--- config.mk ---
export PLATFORM = sky130hd
export DESIGN_NAME = add_num_csr
export DESIGN_NICKNAME = d
export VERILOG_FILES = /design/src/rtl/add_num_pkg.sv /design/src/rtl/add_num_csr.sv
export SDC_FILE = /design/constraint.sdc
export NUM_CORES = 1
export LEC_CHECK = 0
export ABC_AREA = 1
export CELL_PAD_IN_SITES_DETAIL_PLACEMENT = 1
export CELL_PAD_IN_SITES_GLOBAL_PLACEMENT = 1
export CORE_ASPECT_RATIO = 1.25
export CORE_MARGIN = 5
export CORE_UTILIZATION = 31
export DETAILED_ROUTE_END_ITERATION = 8
export PLACE_DENSITY = 0.76
export SLEW_MARGIN = 25
export SYNTH_ARGS = -nofsm -noshare
export SYNTH_HDL_FRONTEND = slang
export SYNTH_SLANG_ARGS = --single-unit
--- constraint.sdc ---
create_clock -name clk -period 1.45 [get_ports clk]
set_input_delay 0.29 -clock clk [delete_from_list [all_inputs] [get_ports clk]]
set_output_delay 0.29 -clock clk [all_outputs]
set_load 0.05 [all_outputs]
--- src/rtl/add_num_pkg.sv ---
// add_num_pkg: register map, bit positions and FSM state type for the add-numbers AFU CSR block
//   REG_*      word offsets of the 64-bit MMIO registers
//   CTRL_*     bit positions inside the CTRL write
//   ST_*       bit positions inside STATUS
//   DFH_VALUE  device feature header contents
package add_num_pkg;
  localparam int unsigned REG_DFH        = 'h00;
  localparam int unsigned REG_ID_L       = 'h02;
  localparam int unsigned REG_ID_H       = 'h04;
  localparam int unsigned REG_SRC_ADDR   = 'h10;
  localparam int unsigned REG_DST_ADDR   = 'h12;
  localparam int unsigned REG_CTRL       = 'h14;
  localparam int unsigned REG_STATUS     = 'h16;
  localparam int unsigned REG_RESULT     = 'h18;
  localparam int unsigned REG_DONE_COUNT = 'h1A;
  localparam int unsigned CTRL_START     = 0;
  localparam int unsigned CTRL_CLR_ERR   = 1;
  localparam int unsigned ST_BUSY        = 0;
  localparam int unsigned ST_DONE        = 1;
  localparam int unsigned ST_ERR         = 2;
  localparam logic [63:0] DFH_VALUE      = 64'h1000_0100_0000_0000;
  typedef enum logic {IDLE, BUSY} t_csr_state;
endpackage

--- src/rtl/add_num_csr.sv ---
// add_num_csr: MMIO CSR block that configures, launches and tracks the add engine
//   clk, reset_n                      clock, asynchronous active-low reset
//   mmio_rd_valid/wr_valid/addr/tid   CCI-P MMIO request (at most one of rd/wr per cycle)
//   mmio_wr_data                      write payload
//   mmio_rd_rsp_valid/tid/data        read response, one cycle after the request
//   src_addr, dst_addr                operand and result line addresses for the engine
//   start                             one-cycle engine launch pulse
//   engine_done, engine_result        completion pulse and result from the engine
module add_num_csr
  import add_num_pkg::*;
#(
  parameter logic [127:0] AFU_ID      = 128'h0,
  parameter int unsigned  MMIO_ADDR_W = 16,
  parameter int unsigned  TID_W       = 9,
  parameter int unsigned  CL_ADDR_W   = 42
) (
  input  logic                   clk,
  input  logic                   reset_n,
  input  logic                   mmio_rd_valid,
  input  logic                   mmio_wr_valid,
  input  logic [MMIO_ADDR_W-1:0] mmio_addr,
  input  logic [TID_W-1:0]       mmio_tid,
  input  logic [63:0]            mmio_wr_data,
  output logic                   mmio_rd_rsp_valid,
  output logic [TID_W-1:0]       mmio_rd_rsp_tid,
  output logic [63:0]            mmio_rd_rsp_data,
  output logic [CL_ADDR_W-1:0]   src_addr,
  output logic [CL_ADDR_W-1:0]   dst_addr,
  output logic                   start,
  input  logic                   engine_done,
  input  logic [63:0]            engine_result
);
  t_csr_state  state, state_nxt;
  logic        done, err, err_nxt;
  logic [63:0] result, rd_data;
  logic [31:0] done_count;
  logic        wr_src, wr_dst, wr_ctrl, req_start, req_clr, done_ev, accept, busy;
  logic        unused_wr_bits;
  assign unused_wr_bits = ^mmio_wr_data[63:CL_ADDR_W];
  always_comb begin
    busy      = state == BUSY;
    wr_src    = mmio_wr_valid && mmio_addr == MMIO_ADDR_W'(REG_SRC_ADDR);
    wr_dst    = mmio_wr_valid && mmio_addr == MMIO_ADDR_W'(REG_DST_ADDR);
    wr_ctrl   = mmio_wr_valid && mmio_addr == MMIO_ADDR_W'(REG_CTRL);
    req_start = wr_ctrl && mmio_wr_data[CTRL_START];
    req_clr   = wr_ctrl && mmio_wr_data[CTRL_CLR_ERR];
    done_ev   = busy && engine_done;
    // a completion arriving with a start write frees the engine in the same cycle, so the start is taken
    accept    = req_start && (!busy || done_ev);
    state_nxt = accept ? BUSY : done_ev ? IDLE : state;
    // clear_err acts before the start is judged, so a rejected start in the same write re-raises err
    err_nxt   = (req_clr ? 1'b0 : err) | (busy && (wr_src || wr_dst || (req_start && !done_ev)));
  end
  always_comb begin
    rd_data = 64'h0;
    case (mmio_addr)
      MMIO_ADDR_W'(REG_DFH):        rd_data = DFH_VALUE;
      MMIO_ADDR_W'(REG_ID_L):       rd_data = AFU_ID[63:0];
      MMIO_ADDR_W'(REG_ID_H):       rd_data = AFU_ID[127:64];
      MMIO_ADDR_W'(REG_SRC_ADDR):   rd_data = 64'(src_addr);
      MMIO_ADDR_W'(REG_DST_ADDR):   rd_data = 64'(dst_addr);
      MMIO_ADDR_W'(REG_STATUS):     rd_data = 64'({err, done, busy});
      MMIO_ADDR_W'(REG_RESULT):     rd_data = result;
      MMIO_ADDR_W'(REG_DONE_COUNT): rd_data = 64'(done_count);
      default:                      rd_data = 64'h0;
    endcase
  end
  always_ff @(posedge clk or negedge reset_n)
    if (!reset_n) begin
      state             <= IDLE;
      start             <= 1'b0;
      done              <= 1'b0;
      err               <= 1'b0;
      src_addr          <= '0;
      dst_addr          <= '0;
      result            <= 64'h0;
      done_count        <= 32'h0;
      mmio_rd_rsp_valid <= 1'b0;
      mmio_rd_rsp_tid   <= '0;
      mmio_rd_rsp_data  <= 64'h0;
    end else begin
      state             <= state_nxt;
      start             <= accept;
      err               <= err_nxt;
      done              <= accept ? 1'b0 : done_ev ? 1'b1 : done;
      if (wr_src && !busy) src_addr <= mmio_wr_data[CL_ADDR_W-1:0];
      if (wr_dst && !busy) dst_addr <= mmio_wr_data[CL_ADDR_W-1:0];
      if (done_ev) begin
        result     <= engine_result;
        done_count <= done_count + 32'd1;
      end
      mmio_rd_rsp_valid <= mmio_rd_valid;
      mmio_rd_rsp_tid   <= mmio_tid;
      mmio_rd_rsp_data  <= rd_data;
    end
endmodule

# After elaboration in Yosys (flattened, before gate mapping)
# Index checks and enable logic that the tools add are counted.
# totals
word_cells	43
inputBits	158
output_inout_bits	159
register_bits	258
# op_classes
reduce_logical	18
bitwise_logic	1
eq_ne	6
mux	6
add_sub_neg	1
# ops
operator	count
one-hot mux 64 bit (6 select lines)	1
equality test 16 x 5 -> 1 bit, second input constant	6
adder 32 x 1 -> 32 bit, second input constant	1
zero test 16 bit	1
logical AND 1 bit	11
2-to-1 mux 1 bit	5
logical OR 1 bit	3
zero test 1 bit	2
nonzero test 2 bit	1
OR 1 bit	1

# Longest topological paths before layout
# depth
ltp_word	7
mapped_depth	11
depth_no_buf	9

# Worst setup path after synthesis
# OpenSTA, ideal clock, no wires.
# synth_path
path_type	input-to-reg
start	in mmio_addr[15]
end	reg dst_addr[11]
setup_slack_ns	0.017
arrival_time_ns	1.302
required_time_ns	1.320
n_path_buf	3
setup_time_ns	0.130
stages	9
path_cell_list	nor2_1 -> nand2_1 -> nor2_4 -> buf_6 -> nand4_2 -> buf_4 -> buf_2 -> nand2_1 -> o21ai_1
# synth_via
elab_chain_len	3
# synth_rtl
element	line	source
start, declared	add_num_csr.sv:21	input logic [MMIO_ADDR_W-1:0] mmio_addr,
equality test 16 x 5 -> 1 bit	add_num_csr.sv:43	wr_dst = mmio_wr_valid && mmio_addr == MMIO_ADDR_W'(REG_DST_ADDR);
logical AND 1 bit	add_num_csr.sv:43	
logical AND 1 bit	add_num_csr.sv:87	if (wr_dst && !busy) dst_addr <= mmio_wr_data[CL_ADDR_W-1:0];
end signal, assigned	add_num_csr.sv:87	
end, declared	add_num_csr.sv:28	output logic [CL_ADDR_W-1:0] dst_addr,
# Every way passes these cells.
# A chain may end at the register's enable or synchronous reset.

# Worst setup path after layout
# layout_path
start	reg done_count[0]
end	reg done_count[27]
# layout_via
elab_chain_len	1
# layout_rtl
element	line	source
start, declared	add_num_csr.sv:36	logic [31:0] done_count;
start signal, assigned	add_num_csr.sv:90	done_count <= done_count + 32'd1;
adder 32 x 1 -> 32 bit	add_num_csr.sv:90	
# Every way passes these cells.

==> flow_summary_export.csv <==
group,metric,value,unit
run_status,status,"finished, violations left",
run_status,violations,"negative setup slack",
route,vias_per_cell,5.00,
timing,rsz0062_at_grt,"true",
timing,slew_violations,0,
timing,fin_ws,-0.130,ns
synth,syn-num-nets,1334,
synth,ys.flop_type,"dfrtp_1",
route,vias,10498,
route,drt_pass1_iterations,4,
power_and_ir_drop,cellLeakagePower,0.00921,uW
finish,drive_gt1_frac,0.315,
timing,relSlewSlack,0.745,
route,postRouteAntennaNets,0,
place,place_ws,-0.591,ns
global_routing,grt_pass1_wl,63400,microns
clocking,cts_root_buf,"clkbuf_16",
worst_setup_path,crit_path_top_delay_cell,"dfrtp_1",
floorplanning,fp.dieH,217,microns
global_routing,grt_max_degree,57,
synth,ys_types,28,
synth,synth_area_per_cell,9.02,sq um
worst_setup_path,cp.required,1.89,ns
worst_setup_path,path_cells,"buf_6 > nand3_4 > nor2_4 > nand2_4 > nor2_4 > nand2_4 > nor2_4 > nand2_2 > nand2_2 > nand2_2",
run,max_cap_viol_count,0,
clocking,htree_levels,1,
timing,max_freq,0.633,GHz
timing,fin_crit,1.58,ns
timing,final-hold-violation-count,0,
clocking,numClockSinks,258,
synth,async_flop_share,1.00,
timing,tightest_slew,0.382,ns
place,gp_congestion,0.863,
worst_setup_path,path_class,"flop to flop",
route,post_drt_wl_per_cell,23.9,microns
floorplanning,start_util,0.315,
worst_hold_path,holdCritPathClass,"input pin to flop",
synth,ys_warn_count,0,
floorplanning,rows,75,
clocking,cts_buffer_depth,3,
finish,fin_area,0.0189,sq mm
power_and_ir_drop,pwr-share-comb,0.073,
route,drc,0,
timing,setup_viol,20,
route,wl,50300,microns
place,placed_area,0.0162,sq mm
power_and_ir_drop,switching_share,0.239,
global_routing,antenna_found_initial,2,
synth,synth-seq-area-share,0.609,
worst_setup_path,max_stage_delay,0.41,ns
worst_setup_path,crit_fanout,3,
synth,syn_inst,1175,
clocking,numCtsBuffers,28,
place,port_buffers,294,
finish,nets,1814,
global_routing,track_usage,0.211,
synth,synth-edff-count,0,
synth,synth_seq_cells,258,
floorplanning,coreArea,0.0337,sq mm
floorplanning,die_x,175,microns
worst_setup_path,cp-end-kind,"flop",
synth,synth_area,0.0106,sq mm
worst_setup_path,critPathArrivalTime,2.02,ns
route,drt-initial-drc-count,602,
floorplanning,die-area,0.0380,sq mm
timing,fin_crit_sh,1.09,
power_and_ir_drop,seq_power_share,0.478,
clocking,cts_tree,"yes",
timing,fin_worst_skew,0.0185,ns
power_and_ir_drop,switchingPower,3770,uW
worst_setup_path,startpoint_type,"flop",
global_routing,grt_pass1_vias,11030,
clocking,clk_pin_slew,0.07,ns
power_and_ir_drop,max-vdd-ir-drop,0.607,mV
power_and_ir_drop,p_clk_frac,0.450,
floorplanning,io_pins,317,
global_routing,overflow,0,
worst_setup_path,cp.buffers_inverters,1,
power_and_ir_drop,power.density,833,mW/mm^2
timing,hold_slack,0.186,ns
worst_setup_path,critPathTopFamily,"simple AND/OR/NAND/NOR gates",
place,hpwl,28700,microns
clocking,insertion_delay,0.55,ns
finish,syn_to_final_growth,78.4,%
power_and_ir_drop,internal-power,12000,uW
## final cells by class
cell class	count	area, sq um
diodes	2	5.00
clock buffers	44	852
clock inverters	6	32.5
fillers	3550	14800
inverters	99	377
multi-input cells	768	3850
flip-flops and latches	258	6480
well taps	423	529
repair buffers	500	6770
## through the flow
stage / TNS (ns) / util / total power (uW) / cells
4_1_cts: -0.253 / 0.525 / 15700 / 2025
5_1_grt: -3.07 / 0.561 / 16300 / 2100
3_3_place_gp: -92.69 / 0.480 / 8620 / 1919
3_5_place_dp: -104.34 / 0.480 / 8680 / 1919
2_1_floorplan: 0 / - / 7880 / 1175
6_report: -0.832 / 0.561 / 15700 / 2100
## path summary, 6_finish.rpt
| path | start | endpoint | slack, ns | depth (start not counted) |
|---|---|---|---|---|
| worst max-delay path | done_count[0]$_DFFE_PN0P_ | done_count[27]$_DFFE_PN0P_ | -0.13 | 10 |
| worst min-delay path | mmio_tid[3] | mmio_rd_rsp_tid[3]$_DFF_PN0_ | 0.19 | 1 |
| worst max register to register | done_count[0]$_DFFE_PN0P_ | done_count[27]$_DFFE_PN0P_ | -0.13 | 10 |
| worst min register to register | result[29]$_DFFE_PN0P_ | result[29]$_DFFE_PN0P_ | 0.48 | 2 |
| max in group asynchronous | reset_n | dst_addr[24]$_DFFE_PN0P_ | 0.60 | 3 |
| min in group asynchronous | reset_n | mmio_rd_rsp_tid[4]$_DFF_PN0_ | 0.21 | 2 |
## cells in the mapped netlist, types with 11 or more instances
cell / count / share of area
buf_2: 20 / 0.0094
clkbuf_1: 17 / 0.0060
dfrtp_1: 258 / 0.61
inv_1: 97 / 0.034
nand2_1: 472 / 0.17
nand3_1: 26 / 0.012
nand4_1: 40 / 0.024
nor2_1: 65 / 0.023
o21ai_0: 25 / 0.012
o21ai_1: 64 / 0.030
o21ai_2: 18 / 0.015
xnor2_1: 11 / 0.0091
xor2_1: 15 / 0.012
## power by group through the flow
stage / Sequential (uW) / Combinational [uW] / Clock (uW)
floorplan: 7650 / 230 / 0
global placement: 7620 / 1000 / 0
detailed placement: 7640 / 1040 / 0
CTS: 7510 / 1080 / 7100
global route: 7530 / 1240 / 7480
finish: 7520 / 1140 / 7080
## routing by layer
layer,vias to the layer above,global-route usage,part of all wire
met2,390,0.395,0.53
met1,5312,0.234,0.35
met3,169,0.0408,0.058
met5,-,0,0
li1,4627,-,-
met4,0,0.0846,0.065
## layout by cell type, fill, tap and decap left out, types with 16 or more instances in the layout
| cell | n |
|---|---|
| dfrtp_1 | 237 |
| dfrtp_2 | 21 |
| inv_1 | 93 |
| clkbuf_16 | 45 |
| nand4_1 | 40 |
| nand3_1 | 18 |
| buf_12 | 181 |
| nand2_1 | 454 |
| o21ai_2 | 19 |
| nor2_4 | 19 |
| buf_6 | 18 |
| nor2_1 | 45 |
| o21ai_1 | 64 |
| buf_4 | 148 |
| o21ai_0 | 23 |
| dlymetal6s2s_1 | 16 |
| clkdlybuf4s50_1 | 118 |
## kinds of logic (layout without fill, tap and decap cells)
kind of cell,Yosys count,in the layout,share of synthesized area
AND/OR/NAND/NOR,634,634,0.249
flip-flops,258,258,0.609
buffers and inverters,149,649,0.0622
AO/OA/AOI/OAI,107,107,0.0569
XOR/XNOR,26,26,0.0215
adder cells (fa/ha/maj),1,1,0.00118
other,0,2,0
## flip-flops by register name, indices dropped and copies added, names as in the netlist
signal and flops:
src_addr 42, mmio_rd_rsp_tid 9, busy 1, err 1
result 64, start 1, done 1, done_count 32
mmio_rd_rsp_valid 1, mmio_rd_rsp_data 64, dst_addr 42
## repair_timing
item	in CTS	in global routing
gates cloned	1	20
pin swaps	12	34
setup endpoints to repair	132	254
endpoints found under the hold margin	236	0
hold buffers	1	0
resized for setup	49	102
buffers inserted	54	53
Power figures use the tool's default switching activity.
